$ cat config.mk
export PLATFORM = sky130hd
export DESIGN_NAME = pe_spad_feeder
export DESIGN_NICKNAME = d
export VERILOG_FILES = /design/src/rtl/pe_spad_feeder.sv
export SDC_FILE = /design/constraint.sdc
export NUM_CORES = 1
export LEC_CHECK = 0
export BUFFER_PORTS_ARGS = -buffer_cell sky130_fd_sc_hd__buf_2
export CAP_MARGIN = 5
export CORE_MARGIN = 2
export CORE_UTILIZATION = 35
export CTS_CLUSTER_SIZE = 40
export DETAILED_ROUTE_END_ITERATION = 10
export PLACE_DENSITY_LB_ADDON = 0.2
export SYNTH_ARGS = -nofsm -noshare
export SYNTH_HDL_FRONTEND = slang
export SYNTH_SLANG_ARGS = --single-unit
export TNS_END_PERCENT = 5
$ cat constraint.sdc
create_clock -name clk -period 7.7 [get_ports clk]
set_clock_uncertainty 0.1 [all_clocks]
set_input_delay 1.925 -clock clk [delete_from_list [all_inputs] [get_ports clk]]
set_output_delay 1.925 -clock clk [all_outputs]
set_load 0.02 [all_outputs]
$ cat src/rtl/pe_spad_feeder.sv
`default_nettype none
`timescale 1ns/1ps
// +----------------------------------------------------------------------------+
// | Module      : pe_spad_feeder                                               |
// | Description : Loads one PE's filter and ifmap scratchpads from the global |
// |               buffer read streams: filter block, first window, slides.    |
// | Revision    : 1.0  initial release                                        |
// +----------------------------------------------------------------------------+
module pe_spad_feeder #(
  parameter int DATA_WIDTH = 16,
  parameter int S_WIDTH    = 5,
  parameter int F_WIDTH    = 6,
  parameter int U_WIDTH    = 3,
  parameter int p_WIDTH    = 5,
  parameter int q_WIDTH    = 3,
  parameter int CNT_WIDTH  = 14
) (
  input  logic                  clk,
  input  logic                  reset,
  input  logic                  start,
  input  logic [S_WIDTH-1:0]    S,
  input  logic [F_WIDTH-1:0]    F,
  input  logic [U_WIDTH-1:0]    U,
  input  logic [p_WIDTH-1:0]    p,
  input  logic [q_WIDTH-1:0]    q,
  output logic                  busy,
  output logic                  done,
  output logic                  configure,
  output logic [S_WIDTH-1:0]    cfg_S,
  output logic [F_WIDTH-1:0]    cfg_F,
  output logic [U_WIDTH-1:0]    cfg_U,
  output logic [p_WIDTH-1:0]    cfg_p,
  output logic [q_WIDTH-1:0]    cfg_q,
  input  logic [DATA_WIDTH-1:0] filt_data,
  input  logic                  filt_valid,
  output logic                  filt_ready,
  input  logic [DATA_WIDTH-1:0] ifm_data,
  input  logic                  ifm_valid,
  output logic                  ifm_ready,
  output logic [DATA_WIDTH-1:0] filter_pixel,
  output logic                  wr_filter,
  input  logic                  filter_spad_full,
  output logic [DATA_WIDTH-1:0] ifmap_pixel,
  output logic                  wr_ifmap,
  input  logic                  ifmap_spad_full
);

  localparam logic [2:0] c_st_idle    = 3'd0;
  localparam logic [2:0] c_st_cfg     = 3'd1;
  localparam logic [2:0] c_st_ld_filt = 3'd2;
  localparam logic [2:0] c_st_ld_win  = 3'd3;
  localparam logic [2:0] c_st_slide   = 3'd4;
  localparam logic [2:0] c_st_fin     = 3'd5;

  localparam int c_pqs_w  = p_WIDTH + q_WIDTH + S_WIDTH;
  localparam int c_prod_w = (c_pqs_w > CNT_WIDTH) ? c_pqs_w : CNT_WIDTH;

  logic [2:0]           r_state;
  logic [S_WIDTH-1:0]   r_s;
  logic [F_WIDTH-1:0]   r_f;
  logic [U_WIDTH-1:0]   r_u;
  logic [p_WIDTH-1:0]   r_p;
  logic [q_WIDTH-1:0]   r_q;
  logic [CNT_WIDTH-1:0] r_cnt;
  logic [CNT_WIDTH-1:0] r_tgt_filt;
  logic [CNT_WIDTH-1:0] r_tgt_win;
  logic [CNT_WIDTH-1:0] r_tgt_slide;
  logic [F_WIDTH-1:0]   r_step;

  logic [c_prod_w-1:0]  w_pqs;
  logic [c_prod_w-1:0]  w_qs;
  logic [c_prod_w-1:0]  w_uq;
  logic [CNT_WIDTH-1:0] w_tgt;
  logic                 w_last;
  logic                 w_filt_xfer;
  logic                 w_ifm_xfer;
  logic [F_WIDTH-1:0]   w_step_inc;

  // Products at full width first; legal configurations fit in CNT_WIDTH.
  assign w_pqs = c_prod_w'(r_p) * c_prod_w'(r_q) * c_prod_w'(r_s);
  assign w_qs  = c_prod_w'(r_q) * c_prod_w'(r_s);
  assign w_uq  = c_prod_w'(r_u) * c_prod_w'(r_q);

  assign w_step_inc = r_step + F_WIDTH'(1);

  always_comb begin
    w_tgt = '0;
    case (r_state)
      c_st_ld_filt: w_tgt = r_tgt_filt;
      c_st_ld_win:  w_tgt = r_tgt_win;
      c_st_slide:   w_tgt = r_tgt_slide;
      default:      w_tgt = '0;
    endcase
  end

  assign w_last = (r_cnt == (w_tgt - CNT_WIDTH'(1)));

  // A zero target blocks ready, so an empty phase passes in one idle cycle.
  always_comb begin
    filt_ready = 1'b0;
    ifm_ready  = 1'b0;
    if (r_state == c_st_ld_filt && r_tgt_filt != '0)
      filt_ready = ~filter_spad_full;
    if ((r_state == c_st_ld_win && r_tgt_win != '0) ||
        (r_state == c_st_slide  && r_tgt_slide != '0))
      ifm_ready = ~ifmap_spad_full;
  end

  assign w_filt_xfer  = filt_valid & filt_ready;
  assign w_ifm_xfer   = ifm_valid & ifm_ready;
  assign wr_filter    = w_filt_xfer;
  assign wr_ifmap     = w_ifm_xfer;
  assign filter_pixel = w_filt_xfer ? filt_data : '0;
  assign ifmap_pixel  = w_ifm_xfer ? ifm_data : '0;

  assign busy      = (r_state != c_st_idle);
  assign done      = (r_state == c_st_fin);
  assign configure = (r_state == c_st_cfg);
  assign cfg_S     = r_s;
  assign cfg_F     = r_f;
  assign cfg_U     = r_u;
  assign cfg_p     = r_p;
  assign cfg_q     = r_q;

  always_ff @(posedge clk or negedge reset) begin
    if (!reset) begin
      r_state     <= c_st_idle;
      r_s         <= '0;
      r_f         <= '0;
      r_u         <= '0;
      r_p         <= '0;
      r_q         <= '0;
      r_cnt       <= '0;
      r_tgt_filt  <= '0;
      r_tgt_win   <= '0;
      r_tgt_slide <= '0;
      r_step      <= '0;
    end else begin
      case (r_state)
        c_st_idle: begin
          if (start) begin
            r_s     <= S;
            r_f     <= F;
            r_u     <= U;
            r_p     <= p;
            r_q     <= q;
            r_state <= c_st_cfg;
          end
        end
        c_st_cfg: begin
          r_tgt_filt  <= w_pqs[CNT_WIDTH-1:0];
          r_tgt_win   <= w_qs[CNT_WIDTH-1:0];
          r_tgt_slide <= w_uq[CNT_WIDTH-1:0];
          r_cnt       <= '0;
          r_step      <= '0;
          r_state     <= c_st_ld_filt;
        end
        c_st_ld_filt: begin
          if (r_tgt_filt == '0 || (w_filt_xfer && w_last)) begin
            r_cnt   <= '0;
            r_state <= c_st_ld_win;
          end else if (w_filt_xfer) begin
            r_cnt <= r_cnt + CNT_WIDTH'(1);
          end
        end
        c_st_ld_win: begin
          if (r_tgt_win == '0 || (w_ifm_xfer && w_last)) begin
            r_cnt <= '0;
            if (r_f <= F_WIDTH'(1)) begin
              r_state <= c_st_fin;
            end else begin
              r_step  <= F_WIDTH'(1);
              r_state <= c_st_slide;
            end
          end else if (w_ifm_xfer) begin
            r_cnt <= r_cnt + CNT_WIDTH'(1);
          end
        end
        c_st_slide: begin
          // Zero-length steps (U=0) still consume one cycle each.
          if (r_tgt_slide == '0 || (w_ifm_xfer && w_last)) begin
            r_cnt  <= '0;
            r_step <= w_step_inc;
            if (w_step_inc == r_f)
              r_state <= c_st_fin;
          end else if (w_ifm_xfer) begin
            r_cnt <= r_cnt + CNT_WIDTH'(1);
          end
        end
        c_st_fin: begin
          r_state <= c_st_idle;
        end
        default: begin
          r_state <= c_st_idle;
        end
      endcase
    end
  end

endmodule
`default_nettype wire

# ---- After elaboration in Yosys (flattened, before gate mapping)
# Cells that the tools add are included.
dict set report word_totals {
  ff_bits 72
  in_bits 61
  elab_cells 82
  out_inout_bits 61
}
dict set report classes {
  eq_ne 14
  n_bitwise 4
  mux 22
  add_sub_neg 3
  magnitude_cmp 1
  n_mul 4
  n_reduce_logical 23
}
# op n
set op_table {}
lappend op_table {{$mux 14} 5}
lappend op_table {{$pmux 14 s4} 1}
lappend op_table {{$logic_not 14->1} 3}
lappend op_table {{$reduce_bool 14->1} 3}
lappend op_table {{$pmux 13 s3} 1}
lappend op_table {{$mux 16} 2}
lappend op_table {{$mux 6} 3}
lappend op_table {{$pmux 6 s3} 1}
lappend op_table {{$mux 3} 5}
lappend op_table {{$pmux 3 s5} 1}
lappend op_table {{$add 14x1->14 const B} 1}
lappend op_table {{$eq 14x14->1} 1}
lappend op_table {{$sub 14x1->14 const B} 1}
lappend op_table {{$mul 8x5->13} 1}
lappend op_table {{$mul 3x5->8} 1}
lappend op_table {{$mul 5x3->8} 1}
lappend op_table {{$ne 2x1->1 const B} 4}
lappend op_table {{$add 6x1->6 const B} 1}
lappend op_table {{$eq 3x2->1 const B} 2}
lappend op_table {{$eq 3x3->1 const B} 2}
lappend op_table {{$eq 6x6->1} 1}
lappend op_table {{$le 6x1->1 const B} 1}
lappend op_table {{$mul 3x3->6} 1}
lappend op_table {{$reduce_bool 3->1} 2}
lappend op_table {{13 further kinds} 26}

# ---- Logic depth before layout (Yosys ltp)
# Gate-level depths: netlist of run 1.
dict set report logic_depth {
  depth_word 9
  ltp_mapped 25
  ltp_nobuf 24
}

# ---- Worst setup path after synthesis of run 1
# OpenSTA, ideal clock, no wires.
dict set report synth_timing {
  path_type {register to register}
  from {register r_q[0], in the netlist cfg_q[0]}
  to {register r_tgt_filt[12]}
  arrival_time_ns 5.323
  slack_ns 2.141
  path_buffers 1
  path_stages_with_launch 24
  cell_sequence {dfrtp_1 clkbuf_1 nand2_1 fa_1 inv_1 ha_1 inv_1 fa_1 nor2b_1 fa_1 fa_1 inv_1 fa_1 inv_1 ha_1 a21oi_1 o21bai_1 a21oi_1 o21bai_1 a21oi_1 o21bai_1 a21oi_1 xnor2_1 o21ai_0}
}
dict set report synth_between {
  elab_chain_len 2
}
# element line
set synth_lines {}
lappend synth_lines {{from (decl)} 63} ;# logic [q_WIDTH-1:0] r_q;
lappend synth_lines {{from (signal assigned)} 146} ;# r_q <= q;
lappend synth_lines {{$mul 5x3->8} 80} ;# assign w_pqs = c_prod_w'(r_p) * c_prod_w'(r_q) * c_prod_w'(r_s);
lappend synth_lines {{$mul 8x5->13} 80}
lappend synth_lines {{to (signal assigned)} 151} ;# r_tgt_filt <= w_pqs[CNT_WIDTH-1:0];
lappend synth_lines {{to (decl)} 65} ;# logic [CNT_WIDTH-1:0] r_tgt_filt;
# No other way between the ends.
# A chain may end at the register's enable or synchronous reset.

# ---- Final worst setup path of run 1
# Ends and elaborated chain as after synthesis.

==> summary.txt, run 1 <==
Run status
  • Status: completed

Layout
  • Ratio of cells with drive above 1 in the final layout: 21.8%
  • # diodes: 0
  • Layout overhead on the synthesized area: 16.0%
  • NumNets Final: 976

GRT
  • Wire length of the first global-routing pass: 25500 µm
  • Largest net degree at the start of global routing: 73
  • Antenna violations before repair: 0
  • GR Util All Layers: 15.8%
  • Number of global-route vias before repair: 5082
  • Remaining Overflow, GRT: 0

Drt
  • Average detailed-routed wire length per instance: 14.2 µm
  • Number of nets with antenna violations after routing: 0
  • Starting DRT DRC Count: 244
  • Vias per inst: 5.05
  • Post-detailed-routing wire length: 15400 µm
  • DRC violations left: 0
  • DR pass1 iterations: 4
  • Number of vias in the routed layout: 5465

Placement
  • Number of buffers inserted by port buffering: 121
  • DP Wirelength: 11600 µm
  • Weighted congestion at the end of routability-driven global placement: 0.810

Yosys
  • Cell accounting for the most synthesized area: sky130_fd_sc_hd__dfrtp_1
  • Synthesized netlist cell count: 752
  • Leading cell types by total area after synthesis: sky130_fd_sc_hd__dfrtp_1 (27%), sky130_fd_sc_hd__fa_1 (8.5%), sky130_fd_sc_hd__ha_1 (8.2%)
  • Flops & latches, synth: 72
  • Count of flip-flops with a built-in enable after synthesis: 0
  • Share of synthesized flip-flops with an asynchronous set or reset: 100%
  • Synth warn: 0
  • Post-synth cell types: 68
  • Syn Std Cell Area: 6590 µm²
  • Sequential-to-total area share from yosys stat: 27.3%
  • Mean Syn Cell Area: 8.77 µm²
  • Most common flop cell mapped by yosys: sky130_fd_sc_hd__dfrtp_1
  • Number of nets produced by synthesis: 884
  • Area share of the largest cell type after synthesis: 27.3%

Timing
  • Max-slew violation count: 0
  • Slew of the pin with the lowest slew margin: 1070 ps
  • Relative slew margins: 28.8%
  • Highest achievable clock rate: 174 MHz
  • Hold Fails Final Rpt: 0
  • Period utilization: 74.4%
  • Setup Viol. Count Final: 0
  • Setup TNS after final layout: 0 ps
  • RSZ-0062 raised after global routing: false
  • Final critical delay including setup and external delays: 5730 ps

Floorplan
  • Starting density of the core: 35.5%
  • Die Area: 20000 µm²
  • CORE AREA: 18600 µm²
  • Die boundary width: 141 µm
  • Cell row count: 50
  • Number of ports placed on the die boundary: 122
  • Die H: 141 µm

Critical path
  • Worst reg2reg path depth: 23
  • Worst endpoint required time: 7800 ps
  • Crit path launch type: flop
  • Worst R2R End: r_tgt_filt[12]$_DFFE_PN0P_
  • Max FO, Critical Path: 19
  • FF-to-FF Start: cfg_q[0]$_DFFE_PN0P_
  • Arrival time worst endpoint: 5830 ps
  • Kind of capture point of the worst setup path: flop
  • Critical path class: reg -> reg
  • Setup slack of the worst register-to-register path: 1970 ps

Clocking
  • Total number of clock tree sinks: 72
  • Clock-pin slew on the worst setup and hold paths: 70 ps
  • Gates resized, CTS repair: 0
  • CTS root buf: sky130_fd_sc_hd__clkbuf_16
  • Buffer count from post-CTS setup fixing: 0
  • Number of buffers created by CTS: 9
  • Cts-stage hold buffer count: 0
  • Maximum number of buffers from clock root to sink: 2
  • TritonCTS clock tree: built
  • CTS H-Tree Depth: 3
  • Worst skew pair latency: 350 ps

Worst hold path
  • Count of cells along the worst hold path: 2
  • Worst Min Path Start: r_tgt_filt[1]$_DFFE_PN0P_
  • End point of the worst hold path: r_tgt_filt[1]$_DFFE_PN0P_
  • Tightest Hold Check Type: reg -> reg

Job
  • Max-cap check violation count: 0
==> routing by layer <==
layer  track usage [%]  part of all wire [%]
met5                 0                     0
met4              4.79                   1.7
met3              3.33                   4.8
met2              25.4                    46
met1              21.5                    48
==> state kept, by name (all words and copies together), names as in the netlist <==
name / flops
cfg_p: 5
cfg_F: 6
r_cnt: 14
cfg_q: 3
cfg_S: 5
r_step: 6
r_state: 3
r_tgt_slide: 6
r_tgt_filt: 13
cfg_U: 3
r_tgt_win: 8
==> placed cells by master (no fill, tap or decap), drive strengths merged, types with 3 or more instances in the layout <==
| master | n |
|---|---|
| and4bb | 4 |
| o21ai | 38 |
| a21o | 7 |
| inv | 71 |
| or4 | 4 |
| or3 | 3 |
| dfrtp | 72 |
| nor2 | 20 |
| a211o | 4 |
| nor3 | 8 |
| o21bai | 6 |
| nand2 | 109 |
| nor2b | 9 |
| fa | 28 |
| a21oi | 28 |
| nor3b | 3 |
| a211oi | 9 |
| bufinv | 3 |
| xnor2 | 28 |
| ha | 43 |
| and3 | 46 |
| buf | 122 |
| xor2 | 11 |
| o22ai | 13 |
| nand3 | 19 |
| nand4 | 9 |
| o31ai | 5 |
| nor4 | 7 |
| nor4b | 3 |
| nor4bb | 8 |
| o221ai | 3 |
| nand2b | 8 |
| and2 | 37 |
| clkbuf | 9 |
| clkinv | 3 |
| mux2 | 22 |
| o41ai | 4 |
==> stage by stage <==
stage | setup WS (ps) | instance area, µm² | util (%) | hold WS [ps] | cells
2_1_floorplan | 2140 | 6590 | - | 351 | 752
3_3_place_gp | 2060 | 7300 | 39.3 | 385 | 1067
3_5_place_dp | 1960 | 7300 | 39.3 | 390 | 1067
4_1_cts | 1950 | 7650 | 41.2 | 408 | 1083
5_1_grt | 1460 | 7650 | 41.2 | 426 | 1083
6_report | 1970 | 7650 | 41.2 | 406 | 1083
==> cell usage after synthesis, drive strengths merged (5+ instances only) <==
cell    number
nand2      109
dfrtp       72
inv         71
and3        46
ha          43
o21ai       38
and2        37
a21oi       28
fa          28
xnor2       28
clkbuf      26
mux2        22
nor2        20
nand3       19
buf         15
o22ai       13
xor2        11
a211oi       9
nand4        9
nor2b        9
nand2b       8
nor3         8
nor4bb       8
a21o         7
nor4         7
o21bai       6
o31ai        5
==> final cells by class <==
| class | count | area (µm²) |
|---|---|---|
| repair buffers | 122 | 616 |
| well taps | 234 | 293 |
| flip-flops and latches | 72 | 1800 |
| inverters | 71 | 267 |
| multi-input cells | 568 | 4320 |
| clock inverters | 7 | 120 |
| fillers | 1863 | 10900 |
| clock buffers | 9 | 225 |
==> critical path: stages, from the launching register on <==
cell                       delay [ps]
sky130_fd_sc_hd__dfrtp_1          690
sky130_fd_sc_hd__nand2_1          140
sky130_fd_sc_hd__fa_1             430
sky130_fd_sc_hd__inv_1             60
sky130_fd_sc_hd__ha_1             160
sky130_fd_sc_hd__inv_1             50
sky130_fd_sc_hd__fa_1             390
sky130_fd_sc_hd__xnor2_1          330
sky130_fd_sc_hd__and2_1           200
sky130_fd_sc_hd__fa_1             440
sky130_fd_sc_hd__fa_1             540
sky130_fd_sc_hd__inv_1             50
sky130_fd_sc_hd__fa_1             530
sky130_fd_sc_hd__inv_1             40
sky130_fd_sc_hd__ha_1             300
sky130_fd_sc_hd__inv_1             90
sky130_fd_sc_hd__o21bai_1          80
sky130_fd_sc_hd__a21oi_1          210
sky130_fd_sc_hd__o21bai_1          90
sky130_fd_sc_hd__a21oi_1          210
sky130_fd_sc_hd__o21bai_1          80
sky130_fd_sc_hd__a21oi_1          170
sky130_fd_sc_hd__xnor2_1          120
sky130_fd_sc_hd__o21ai_0           80
==> how the worst max path moves through the flow <==
stage	start	end	slack, ps	cells past startpoint
finish	cfg_q[0]$_DFFE_PN0P_	r_tgt_filt[12]$_DFFE_PN0P_	1970	23
global route	cfg_q[0]$_DFFE_PN0P_	r_tgt_filt[12]$_DFFE_PN0P_	1460	23
CTS	cfg_q[0]$_DFFE_PN0P_	r_tgt_filt[12]$_DFFE_PN0P_	1950	23
detailed placement	cfg_q[0]$_DFFE_PN0P_	r_tgt_filt[12]$_DFFE_PN0P_	1960	23
global placement	cfg_q[0]$_DFFE_PN0P_	r_tgt_filt[12]$_DFFE_PN0P_	2060	23
floorplan	cfg_q[0]$_DFFE_PN0P_	r_tgt_filt[12]$_DFFE_PN0P_	2140	23
==> logic make-up after synthesis <==
logic type	Yosys count	share of synthesized area, %
compound gates	127	13.8
xor+xnor	39	5.18
fa+ha+maj	71	16.7
buf+inv	112	7.12
flops	72	27.3
mux	24	4.06
simple gates	307	25.8
Power of run 1 is left out: the tool's default activity adds up to more than one toggle a clock period on the data nets, which glitch-free logic cannot reach.
==> run 2: changes to the inputs <==
Clock period 7.7 ns to 5.9 ns, I/O delays scaled along.
==> run 2 against run 1 <==
  * Non-clock buffer count up 5
  * First-iteration DRC count up 6.6%
  * Wire length up 0.91%
  * Die area unchanged
  * Sequential share of layout area about the same
  * Worst setup slack worse by 1500 ps
  * Cell area about the same
  * Count of clock-buffer cells in the layout unchanged
  * Register-to-register slack worse by 1500 ps
==> summary.txt, run 2 (synthesis results as in run 1) <==
Critical path
  • Worst reg2reg path depth: 23 (unchanged)
  • Max FO, Critical Path: 7 (was 19)
  • Setup slack of the worst register-to-register path: 440 ps (was 1970 ps)
  • Crit path launch type: flop (unchanged)
  • Kind of capture point of the worst setup path: flop (unchanged)
  • Arrival time worst endpoint: 5560 ps (was 5830 ps)
  • Worst endpoint required time: 6000 ps (was 7800 ps)
  • Source of the critical timing path: cfg_q[2]$_DFFE_PN0P_ (was cfg_q[0]$_DFFE_PN0P_)
  • FF-to-FF Start: cfg_q[2]$_DFFE_PN0P_ (was cfg_q[0]$_DFFE_PN0P_)
  • Critical path class: reg -> reg (unchanged)
  • Worst R2R End: r_tgt_filt[12]$_DFFE_PN0P_ (unchanged)

Run status
  • Status: completed (unchanged)

Timing
  • Hold Fails Final Rpt: 0 (unchanged)
  • Final critical delay including setup and external delays: 5460 ps (was 5730 ps)
  • RSZ-0062 raised after global routing: false (unchanged)
  • Setup Viol. Count Final: 0 (unchanged)
  • Highest achievable clock rate: 183 MHz (was 174 MHz)
  • Worst Setup Slack, final: 444 ps (was 1970 ps)
  • Setup TNS after final layout: 0 ps (unchanged)
  • Relative slew margins: 26.9% (was 28.8%)
  • Period utilization: 92.5% (was 74.4%)
  • Max-slew violation count: 0 (unchanged)
  • Slew of the pin with the lowest slew margin: 1100 ps (was 1070 ps)

Placement
  • Post-placement worst setup slack: 373 ps (was 1960 ps)
  • Weighted congestion at the end of routability-driven global placement: 0.792 (was 0.810)
  • Number of buffers inserted by port buffering: 121 (unchanged)
  • DP Wirelength: 11700 µm (was 11600 µm)

Layout
  • Ratio of cells with drive above 1 in the final layout: 22.4% (was 21.8%)
  • # diodes: 0 (unchanged)
  • Largest registers: r_cnt: 14 flops, r_tgt_filt: 13 flops, r_tgt_win: 8 flops (unchanged)
  • Most common library cell in the layout ignoring fill and taps: sky130_fd_sc_hd__buf_2 (unchanged)
  • Commonest cells after routing, fill and taps aside: sky130_fd_sc_hd__buf_2 (120), sky130_fd_sc_hd__nand2_1 (109), sky130_fd_sc_hd__inv_1 (71), sky130_fd_sc_hd__dfrtp_1 (71), sky130_fd_sc_hd__and3_1 (46) (was sky130_fd_sc_hd__buf_2 (120), sky130_fd_sc_hd__nand2_1 (109), sky130_fd_sc_hd__dfrtp_1 (72))
  • Final-layout fill cell count: 1905 (was 1863)
  • Layout overhead on the synthesized area: 15.9% (was 16.0%)
  • Register with the most flip-flops: r_cnt (unchanged)
  • Number of flip-flops in the largest register: 14 (unchanged)
  • NumNets Final: 981 (was 976)
  • Area taken by multi-input logic gates: 4320 µm² (unchanged)
  • Sequential cell area: 1800 µm² (about the same)

Clocking
  • TritonCTS clock tree: built (unchanged)
  • Cts-stage hold buffer count: 0 (unchanged)
  • Clock-pin slew on the worst setup and hold paths: 70 ps (about the same)
  • Number of buffers created by CTS: 9 (unchanged)
  • Total number of clock tree sinks: 72 (unchanged)
  • Worst skew pair latency: 350 ps (about the same)
  • Maximum number of buffers from clock root to sink: 2 (unchanged)
  • CTS H-Tree Depth: 3 (unchanged)
  • CTS root buf: sky130_fd_sc_hd__clkbuf_16 (unchanged)

GRT
  • Largest net degree at the start of global routing: 73 (unchanged)
  • Antenna violations before repair: 0 (unchanged)
  • Wire length of the first global-routing pass: 25900 µm (was 25500 µm)
  • GR Util All Layers: 15.9% (was 15.8%)
  • Number of global-route vias before repair: 5125 (was 5082)
  • Remaining Overflow, GRT: 0 (unchanged)

Worst hold path
  • End point of the worst hold path: r_tgt_filt[3]$_DFFE_PN0P_ (was r_tgt_filt[1]$_DFFE_PN0P_)
  • Worst Min Path Start: r_tgt_filt[3]$_DFFE_PN0P_ (was r_tgt_filt[1]$_DFFE_PN0P_)
  • Count of cells along the worst hold path: 2 (unchanged)
  • Tightest Hold Check Type: reg -> reg (unchanged)

Drt
  • Number of nets with antenna violations after routing: 0 (unchanged)
  • Average detailed-routed wire length per instance: 14.3 µm (was 14.2 µm)
  • DR pass1 iterations: 4 (unchanged)
  • Number of vias in the routed layout: 5489 (was 5465)
  • Post-detailed-routing wire length: 15500 µm (was 15400 µm)
  • Vias per inst: 5.05 (about the same)
  • Starting DRT DRC Count: 260 (was 244)
  • DRC violations left: 0 (unchanged)

Floorplan
  • Die H: 141 µm (unchanged)
  • Die Area: 20000 µm² (unchanged)
  • Die boundary width: 141 µm (unchanged)
  • Number of ports placed on the die boundary: 122 (unchanged)
  • CORE AREA: 18600 µm² (unchanged)
  • Cell row count: 50 (unchanged)
  • Starting density of the core: 35.5% (unchanged)

Job
  • Max-cap check violation count: 0 (unchanged)
## run 2: worst max-delay path by stage
stage | end | slack (ps) | depth (start not counted)
after floorplan | r_tgt_filt[12]$_DFFE_PN0P_ | 340 | 23
after global placement | r_tgt_filt[12]$_DFFE_PN0P_ | 480 | 23
after detailed placement | r_tgt_filt[12]$_DFFE_PN0P_ | 370 | 23
after CTS | r_tgt_filt[12]$_DFFE_PN0P_ | 360 | 23
after global routing | r_tgt_filt[12]$_DFFE_PN0P_ | 60 | 22
final | r_tgt_filt[12]$_DFFE_PN0P_ | 440 | 23
## run 2: worst max-delay path: stages (launching register included)
cell,delay [ps]
sky130_fd_sc_hd__dfrtp_2,420
sky130_fd_sc_hd__nand2_1,90
sky130_fd_sc_hd__fa_1,470
sky130_fd_sc_hd__inv_1,70
sky130_fd_sc_hd__ha_1,170
sky130_fd_sc_hd__inv_1,60
sky130_fd_sc_hd__fa_1,390
sky130_fd_sc_hd__xnor2_1,320
sky130_fd_sc_hd__and2_1,190
sky130_fd_sc_hd__fa_1,440
sky130_fd_sc_hd__fa_1,540
sky130_fd_sc_hd__inv_1,50
sky130_fd_sc_hd__fa_1,520
sky130_fd_sc_hd__inv_1,40
sky130_fd_sc_hd__ha_1,300
sky130_fd_sc_hd__inv_1,90
sky130_fd_sc_hd__o21bai_1,70
sky130_fd_sc_hd__a21oi_1,220
sky130_fd_sc_hd__o21bai_1,80
sky130_fd_sc_hd__a21oi_1,210
sky130_fd_sc_hd__o21bai_1,90
sky130_fd_sc_hd__a21oi_1,170
sky130_fd_sc_hd__xnor2_1,130
sky130_fd_sc_hd__o21ai_0,80
## run 2: area by class of cell
class / count / area share, %
multi-input cells: 568 / 56.6
well taps: 234 / 3.83
clock buffers: 9 / 2.95
clock inverters: 7 / 1.02
repair buffers: 127 / 8.55
inverters: 71 / 3.49
flip-flops and latches: 72 / 23.6
## run 2: repair_timing
item,4_1_cts,5_1_grt
endpoints found under the setup margin,0,1
setup buffers,0,0
resized for setup,0,1
## run 2: stage by stage
step / hold slack [ps] / instances / utilization, % / area (µm²)
CTS: 412 / 1088 / 41.1 / 7640
global placement: 392 / 1072 / 39.5 / 7340
detailed placement: 397 / 1072 / 39.5 / 7340
floorplan: 351 / 752 / - / 6590
finish: 404 / 1088 / 41.1 / 7640
global route: 429 / 1088 / 41.1 / 7640
## run 2: layer usage
metal  track usage [%]  wire length, µm  part of all wire (%)
met1              21.5             7500                    48
met2              25.7             7080                    46
met3              3.77              730                   4.7
met4              4.21              207                   1.3
met5                 0                0                     0
Power of run 2 is left out for the same reason.
==> run 3: changes to the inputs <==
Settings changed: CORE_UTILIZATION 35 to 55, CTS_BUF_LIST set to sky130_fd_sc_hd__clkbuf_4 sky130_fd_sc_hd__clkbuf_8, PLACE_DENSITY set to 0.79, PLACE_DENSITY_LB_ADDON 0.2 to unset.
==> run 3 against run 2 <==
  * Maximum frequency shrank 3.1%
  * Cell count shrank 8.5%
  * Count of clock-buffer cells in the layout grew 1
  * Wire length grew 0.50%
  * Cell area shrank 2.5%
  * Flip-flop and latch count is the same
  * Global-route usage grew 9.2 points
  * Register-to-register slack lost 180 ps
  * First-iteration DRC count grew 45%
  * Non-clock buffer count shrank 1
  * Hold slack gained 18 ps
  * Critical path type unchanged
  * Critical endpoint unchanged
==> summary.txt, run 3 (synthesis results as in run 1) <==
Placement
  • DP Wirelength: 12100 µm (was 11700 µm)
  • Weighted congestion at the end of routability-driven global placement: 0.881 (was 0.792)
  • Placed cells: 980 (was 1072)
  • Number of buffers inserted by port buffering: 121 (unchanged)

Clocking
  • Maximum number of buffers from clock root to sink: 2 (unchanged)
  • Buffer count from post-CTS setup fixing: 0 (unchanged)
  • TritonCTS clock tree: built (unchanged)
  • CTS H-Tree Depth: 3 (unchanged)
  • Clock-pin slew on the worst setup and hold paths: 90 ps (was 70 ps)
  • Total number of clock tree sinks: 72 (unchanged)
  • Number of buffers created by CTS: 9 (unchanged)
  • CTS root buf: sky130_fd_sc_hd__clkbuf_8 (was sky130_fd_sc_hd__clkbuf_16)
  • Worst skew pair latency: 380 ps (was 350 ps)

Critical path
  • Source of the critical timing path: cfg_q[2]$_DFFE_PN0P_ (unchanged)
  • Worst reg2reg path depth: 22 (was 23)
  • Kind of capture point of the worst setup path: flop (unchanged)
  • Setup slack of the worst register-to-register path: 270 ps (was 440 ps)
  • Critical path class: reg -> reg (unchanged)
  • FF-to-FF Start: cfg_q[2]$_DFFE_PN0P_ (unchanged)
  • Arrival time worst endpoint: 5770 ps (was 5560 ps)
  • Worst R2R End: r_tgt_filt[12]$_DFFE_PN0P_ (unchanged)
  • Max FO, Critical Path: 6 (was 7)
  • Crit path launch type: flop (unchanged)
  • Worst endpoint required time: 6030 ps (was 6000 ps)

Floorplan
  • Die boundary width: 113 µm (was 141 µm)
  • Die H: 113 µm (was 141 µm)
  • Starting density of the core: 57.0% (was 35.5%)
  • Number of ports placed on the die boundary: 122 (unchanged)
  • CORE AREA: 11600 µm² (was 18600 µm²)
  • Die Area: 12900 µm² (was 20000 µm²)
  • Cell row count: 39 (was 50)

Timing
  • Setup TNS after final layout: 0 ps (unchanged)
  • RSZ-0062 raised after global routing: false (unchanged)
  • Period utilization: 95.5% (was 92.5%)
  • Setup Viol. Count Final: 0 (unchanged)
  • Relative slew margins: 26.0% (was 26.9%)
  • Slew of the pin with the lowest slew margin: 1110 ps (was 1100 ps)
  • Hold Fails Final Rpt: 0 (unchanged)
  • Max-slew violation count: 0 (unchanged)
  • Highest achievable clock rate: 178 MHz (was 183 MHz)
  • Final critical delay including setup and external delays: 5630 ps (was 5460 ps)

Drt
  • Starting DRT DRC Count: 376 (was 260)
  • Post-detailed-routing wire length: 15600 µm (was 15500 µm)
  • Vias per inst: 5.78 (was 5.05)
  • Number of nets with antenna violations after routing: 0 (unchanged)
  • DRC violations left: 0 (unchanged)
  • DR pass1 iterations: 5 (was 4)
  • Average detailed-routed wire length per instance: 15.7 µm (was 14.3 µm)
  • Number of vias in the routed layout: 5755 (was 5489)

GRT
  • Wire length of the first global-routing pass: 26300 µm (was 25900 µm)
  • Number of global-route vias before repair: 5560 (was 5125)
  • GR Util All Layers: 25.2% (was 15.9%)
  • Remaining Overflow, GRT: 0 (unchanged)
  • Largest net degree at the start of global routing: 46 (was 73)
  • Antenna violations before repair: 0 (unchanged)

Run status
  • Status: completed (unchanged)

Layout
  • Register with the most flip-flops: r_cnt (unchanged)
  • # diodes: 0 (unchanged)
  • Number of non-filler instances in the completed layout: 996 (was 1088)
  • Number of flip-flops in the largest register: 14 (unchanged)
  • Largest registers: r_cnt: 14 flops, r_tgt_filt: 13 flops, r_tgt_win: 8 flops (unchanged)
  • NumNets Final: 980 (was 981)
  • Layout overhead on the synthesized area: 13.1% (was 15.9%)
  • Commonest cells after routing, fill and taps aside: sky130_fd_sc_hd__buf_2 (121), sky130_fd_sc_hd__nand2_1 (109), sky130_fd_sc_hd__inv_1 (71) (was sky130_fd_sc_hd__buf_2 (120), sky130_fd_sc_hd__nand2_1 (109), sky130_fd_sc_hd__inv_1 (71), sky130_fd_sc_hd__dfrtp_1 (71), sky130_fd_sc_hd__and3_1 (46))
  • End-of-flow core utilization: 64.4% (was 41.1%)
  • Most common library cell in the layout ignoring fill and taps: sky130_fd_sc_hd__buf_2 (unchanged)
  • Ratio of cells with drive above 1 in the final layout: 22.6% (was 22.4%)

Worst hold path
  • Count of cells along the worst hold path: 2 (unchanged)
  • Worst Min Path Start: r_tgt_filt[3]$_DFFE_PN0P_ (unchanged)
  • Tightest Hold Check Type: reg -> reg (unchanged)
  • End point of the worst hold path: r_tgt_filt[3]$_DFFE_PN0P_ (unchanged)

Job
  • Max-cap check violation count: 0 (unchanged)
run 3: cell count changes in the layout (fill, tap and decap cells not counted), moves of 2 or more:
cell | before | now
sky130_fd_sc_hd__buf_4 | 7 | 5
sky130_fd_sc_hd__clkbuf_16 | 9 | 0
sky130_fd_sc_hd__clkbuf_8 | 0 | 9
sky130_fd_sc_hd__xnor2_1 | 28 | 26
sky130_fd_sc_hd__xnor2_2 | 0 | 2
run 3: worst max-delay path by stage:
stage	endpoint	slack [ps]	depth (start not counted)
after CTS	r_tgt_filt[12]$_DFFE_PN0P_	230	23
final	r_tgt_filt[12]$_DFFE_PN0P_	270	22
after floorplan	r_tgt_filt[12]$_DFFE_PN0P_	340	23
after global routing	r_tgt_filt[12]$_DFFE_PN0P_	3	22
after global placement	r_tgt_filt[12]$_DFFE_PN0P_	510	23
after detailed placement	r_tgt_filt[12]$_DFFE_PN0P_	240	23
run 3: cell type report:
cell class	instances	area [µm²]
timing repair buffer	126	643
clock inverter	6	90.1
sequential	72	1800
inverter	71	267
fill	980	4110
multi-input combinational	568	4340
tap	143	179
clock buffer	10	131
run 3: per-layer routing:
layer  share of wire (%)  GRT usage [%]  wire length, µm
met4                 2.1           8.78              329
met2                  51           45.3             7970
met5                   0              0                0
met1                  43           30.8             6660
met3                 4.1           3.83              636
run 3: per-stage QoR:
stage / cell area [µm²] / hold WS (ps) / setup slack, ps
after floorplan: 6590 / 351 / 341
after global placement: 7210 / 382 / 505
after detailed placement: 7210 / 390 / 242
after CTS: 7440 / 422 / 234
after global routing: 7450 / 451 / 3.23
final: 7450 / 422 / 267
run 3: worst max-delay path: stages, from the launching register on:
cell	delay, ps
sky130_fd_sc_hd__dfrtp_1	440
sky130_fd_sc_hd__nand2_1	110
sky130_fd_sc_hd__fa_1	530
sky130_fd_sc_hd__inv_1	40
sky130_fd_sc_hd__ha_1	200
sky130_fd_sc_hd__inv_1	70
sky130_fd_sc_hd__fa_1	460
sky130_fd_sc_hd__nor2b_1	170
sky130_fd_sc_hd__fa_1	450
sky130_fd_sc_hd__fa_1	550
sky130_fd_sc_hd__inv_1	60
sky130_fd_sc_hd__fa_1	530
sky130_fd_sc_hd__inv_1	40
sky130_fd_sc_hd__ha_1	310
sky130_fd_sc_hd__a21oi_1	220
sky130_fd_sc_hd__o21bai_1	110
sky130_fd_sc_hd__a21oi_1	270
sky130_fd_sc_hd__o21bai_1	110
sky130_fd_sc_hd__a21oi_1	230
sky130_fd_sc_hd__o21bai_1	90
sky130_fd_sc_hd__a21oi_1	170
sky130_fd_sc_hd__xnor2_1	130
sky130_fd_sc_hd__o21ai_0	90
run 3: what timing repair did:
action	CTS	global route
hold buffers	0	0
resized for setup	0	4
endpoints found under the setup margin	0	1
Power of run 3 is left out for the same reason.
